**src/rtl/serial_mult4.sv**
```systemverilog
// serial_mult4: unsigned W x W shift-add multiplier, one step per clock.
// Optional DONE_ACK_EN: hold the result in DONE until ack is seen.
module serial_mult4 #(
    parameter int W = 4
) (
    input  logic           clk,
    input  logic           rst_n,
    input  logic           start,
    input  logic [W-1:0]   a,
    input  logic [W-1:0]   b,
    input  logic           ack,
    output logic           busy,
    output logic           done,
    output logic [2*W-1:0] product
);

    localparam int CW = $clog2(W + 1);
    localparam logic [CW-1:0] LAST = CW'(W - 1);

    typedef enum logic [1:0] {
        IDLE,
        RUN,
        DONE
    } state_t;

    state_t state, state_n;

    logic [2*W:0]  p;
    logic [W-1:0]  m;
    logic [CW-1:0] cnt;
    logic [W:0]    s;
    logic [1:0]    unused_bits;

    // ack is only consulted with DONE_ACK_EN; P's top bit never reaches product
    assign unused_bits = {ack, p[2*W]};

    // Partial-product add with its carry kept as the sum's top bit
    always_comb begin
        s = {1'b0, p[2*W-1:W]} + {1'b0, (p[0] ? m : {W{1'b0}})};
    end

    // Next-state decode
    always_comb begin
        state_n = state;
        case (state)
            IDLE: if (start) state_n = RUN;
            RUN:  if (cnt == LAST) state_n = DONE;
`ifdef DONE_ACK_EN
            DONE: if (ack) state_n = IDLE;
`else
            DONE: state_n = IDLE;
`endif
            default: state_n = IDLE;
        endcase
    end

    // State register with registered busy/done decodes
    always_ff @(posedge clk or negedge rst_n) begin
        if (!rst_n) begin
            state <= IDLE;
            busy  <= 1'b0;
            done  <= 1'b0;
        end else begin
            state <= state_n;
            busy  <= (state_n == RUN);
            done  <= (state_n == DONE);
        end
    end

    // Operand capture and one shift-add step per RUN cycle
    always_ff @(posedge clk or negedge rst_n) begin
        if (!rst_n) begin
            p   <= '0;
            m   <= '0;
            cnt <= '0;
        end else begin
            case (state)
                IDLE: begin
                    if (start) begin
                        p   <= {1'b0, {W{1'b0}}, b};
                        m   <= a;
                        cnt <= '0;
                    end
                end
                RUN: begin
                    p   <= {1'b0, s, p[W-1:1]};
                    cnt <= cnt + CW'(1);
                end
                default: ;
            endcase
        end
    end

    assign product = p[2*W-1:0];

endmodule

```
**config.mk**
```make
export PLATFORM = sky130hd
export DESIGN_NAME = serial_mult4
export DESIGN_NICKNAME = d
export VERILOG_FILES = /design/src/rtl/serial_mult4.sv
export SDC_FILE = /design/constraint.sdc
export NUM_CORES = 1
export LEC_CHECK = 0
export BUFFER_PORTS_ARGS = -buffer_cell sky130_fd_sc_hd__buf_2
export CAP_MARGIN = 30
export CORE_MARGIN = 8
export CORE_UTILIZATION = 51
export CTS_CLUSTER_DIAMETER = 100
export CTS_CLUSTER_SIZE = 28
export DETAILED_ROUTE_END_ITERATION = 8
export HOLD_SLACK_MARGIN = 0.06
export PLACE_DENSITY = 0.8
export RECOVER_POWER = 25
export SETUP_SLACK_MARGIN = 0.15
export SLEW_MARGIN = 20
export SYNTH_ARGS = -nofsm -noshare
export SYNTH_HDL_FRONTEND = slang
export SYNTH_SLANG_ARGS = --single-unit
export TNS_END_PERCENT = 100
```
**constraint.sdc**
```tcl
create_clock -name clk -period 1.7 [get_ports clk]
set_input_delay 0.34 -clock clk [delete_from_list [all_inputs] [get_ports clk]]
set_output_delay 0.34 -clock clk [all_outputs]
set_load 0.02 [all_outputs]
```
==> results_dict.tcl <==
set metrics [dict create \
    status "completed" \
    clk_latency_ns 0.29 \
    postSynth.asyncResetShare_pct 100.0 \
    ys_types 20 \
    grt_use_total_pct 11.30 \
    combinationalPowerShare_pct 46.2 \
    ios 22 \
    cts.clk_slew.worst_paths_ns 0.10 \
    cp_slowest_cell "dfrtp_2" \
    path_max_fanout 5 \
    finalCritPeriodShare_pct 90.53 \
    num_rows 15 \
    fin_cells 134 \
    synth_top_cell_by_area "dfrtp_1" \
    critPathArrivalTime_ns 1.74 \
    drtIter0Drc 7 \
    sw_frac_of_total_pct 40.79 \
    critPathTopFamily "adder cells" \
    drive_above_1_share_pct 36.70 \
    hold_slack_ns 0.2715 \
    powerDensity_nw_per_um2 1714 \
    clock-root-buffer "clkbuf_4" \
    netlist_area_um2 925.9 \
    synth-main-ff-cell "dfrtp_1" \
    cts_tree "yes" \
    htreeDepth 1 \
    critical_path.max_stage_delay_ns 0.45 \
    vias 653 \
    drt-total-wl_um 1870 \
    synthCells 85 \
    p_leak_nw 0.5764 \
    start_kind "flip-flop" \
    synthTopCellsByArea "dfrtp_1, ha_1, mux2_4" \
    cts.sinks 19 \
    rsz0062_at_grt "true" \
    synth_edf_count 0 \
    max_freq_mhz 649.8 \
    setup_viol 0 \
    grt_max_degree 20 \
    wire_per_inst_um 13.96 \
    finalHoldViolCount 0 \
    grt_remaining_overflow 0 \
    tns_ns 0 \
    seq_area_frac_synth_pct 51.35 \
    ys_ff_latch 19 \
    fin_skew_ns 0.001753 \
    slew_violations 0 \
    yosysTopAreaCellShare_pct 51.35 \
    die-area_um2 3435 \
    first_global_vias 685 \
    switchingPower_w 0.0007839 \
    die_h_um 58.61 \
    worst_slew_pin_slew_ns 0.4915 \
    p_int_w 0.001138 \
    diodes 0 \
    cts_made_buffers 3 \
    clock_path_buffers 2 \
    avgSynthCellArea_um2 10.89 \
    cp_num_buf_inv 1 \
    cp_data_required_time_ns 1.90 \
    gp_congestion 0.7856 \
    n_fill_cell 160 \
    clockPowerShare_pct 11.7 \
    grt_antenna_before_repair 0 \
    fin_nets 129 \
    yosys.cell_count.top_type "dfrtp_1" \
    pre_cts_ws_ns 0.08790 \
    setup_ws_ns 0.1611 \
    synth_commonest_cells "dfrtp_1, nand2_1, o21ai_0" \
    core_um2 1727 \
    synth_warnings 0 \
    final_antenna_net_count 0 \
    crit_path_end_kind "flip-flop" \
    drv_cap 0 \
    portBuffers 20 \
    start_util_pct 53.62 \
    dr.pass1.iters 4 \
    vias_per_cell 4.873 \
    ir_drop_v 0.0009887 \
    syn2layout_area_growth_pct 21.08 \
    dp_hpwl_um 1428 \
    syn-num-nets 104 \
    min_period_ns 1.539 \
    relSlewSlack_pct 67.21 \
    worstHoldPathType "in -> reg" \
    grt_pass1_wl_um 3042 \
    place_inst 127 \
    pwr-share-seq_pct 42.1 \
    route.detailed.drc 0 \
    path_cells "and2_4 -> ha_4 -> inv_2 -> fa_2 -> o21ai_0" \
    die_w_um 58.61 \
    critPathKind "reg -> reg" \
]
## metrics by stage
| step | util (%) | total power, W | cell area (µm²) |
|---|---|---|---|
| after floorplan | - | 0.001404 | 927.1 |
| after global placement | 60.14 | 0.001574 | 1039 |
| after CTS | 63.33 | 0.001893 | 1094 |
| final | 64.93 | 0.001922 | 1121 |
| after global routing | 64.93 | 0.002081 | 1121 |
| after detailed placement | 60.14 | 0.001629 | 1039 |
## layout by cell type (no fill, tap or decap)
master / count
and2_4: 1
clkbuf_4: 3
buf_4: 2
nor2_1: 4
nor2b_4: 1
dlygate4sd3_1: 1
ha_1: 5
nand2b_1: 1
dfrtp_1: 18
a21oi_1: 1
inv_2: 1
a21oi_2: 2
and2_1: 2
dfrtp_2: 1
o21ai_0: 9
o21bai_2: 1
a21o_1: 2
and2b_4: 1
mux2_4: 4
fa_2: 1
buf_2: 20
o21ai_1: 2
xor2_1: 2
nand2_1: 11
clkbuf_1: 1
a22oi_1: 4
ha_4: 1
nand2_2: 1
inv_1: 6
## power groups by stage
stage,combinational (W),clock (W),sequential (W)
after floorplan,0.000540,0,0.000864
after global placement,0.000777,0,0.000797
after detailed placement,0.000817,0,0.000812
after CTS,0.000859,0.000230,0.000804
after global routing,0.000988,0.000250,0.000843
final,0.000888,0.000224,0.000809
## area by class of cell
class	instances	area (µm²)	share of cell area (%)
Multi-Input combinational cell	56	435.4	38.84
Tap cell	25	31.28	2.790
Inverter	7	26.28	2.344
Clock buffer	4	26.28	2.344
Timing Repair Buffer	23	125.1	11.16
Sequential cell	19	476.7	42.52
## sequential cells by signal (all words and copies together), names as in the netlist
| register | count |
|---|---|
| cnt | 3 |
| state | 2 |
| m | 4 |
| done | 1 |
| busy | 1 |
| p | 8 |
## metal layers
layer | vias to the layer above | part of all wire, % | routed length [µm] | GRT usage (%)
met3 | 2 | 3.4 | 64 | 3.043
met4 | 0 | 0.91 | 17 | 4.096
li1 | 328 | - | - | -
met5 | - | 0 | 0 | 0
met1 | 309 | 45 | 847 | 14.97
met2 | 14 | 50 | 940 | 17.17
## path summary, 6_finish.rpt
check	from	slack, ns	depth (start not counted)	end
worst max-delay path	p[0]$_DFFE_PN0P_	0.16	5	p[4]$_DFFE_PN0P_
worst min-delay path	a[1]	0.27	2	m[1]$_DFFE_PN0P_
worst max register to register	p[0]$_DFFE_PN0P_	0.16	5	p[4]$_DFFE_PN0P_
worst min register to register	cnt[2]$_DFFE_PN0P_	0.50	2	cnt[2]$_DFFE_PN0P_
max in group asynchronous	rst_n	0.89	2	p[0]$_DFFE_PN0P_
min in group asynchronous	rst_n	0.50	2	busy$_DFF_PN0_
## cell families (layout without fill, tap and decap cells)
logic type / after synthesis / count (layout) / synth area share [%]
mux: 4 / 4 / 6.487
xor+xnor: 2 / 2 / 1.892
fa+ha+maj: 7 / 7 / 10.27
flops: 19 / 19 / 51.35
compound gates: 21 / 21 / 13.24
buf+inv: 10 / 34 / 5.000
simple gates: 22 / 22 / 11.76
## timing repair
item	CTS	global route
gates resized for setup	7	4
hold buffers	1	0
buffers inserted	1	1
endpoints found under the hold margin	19	0
endpoints found under the setup margin	3	11
pin swaps	1	3
(Power assumes the default switching activity.)
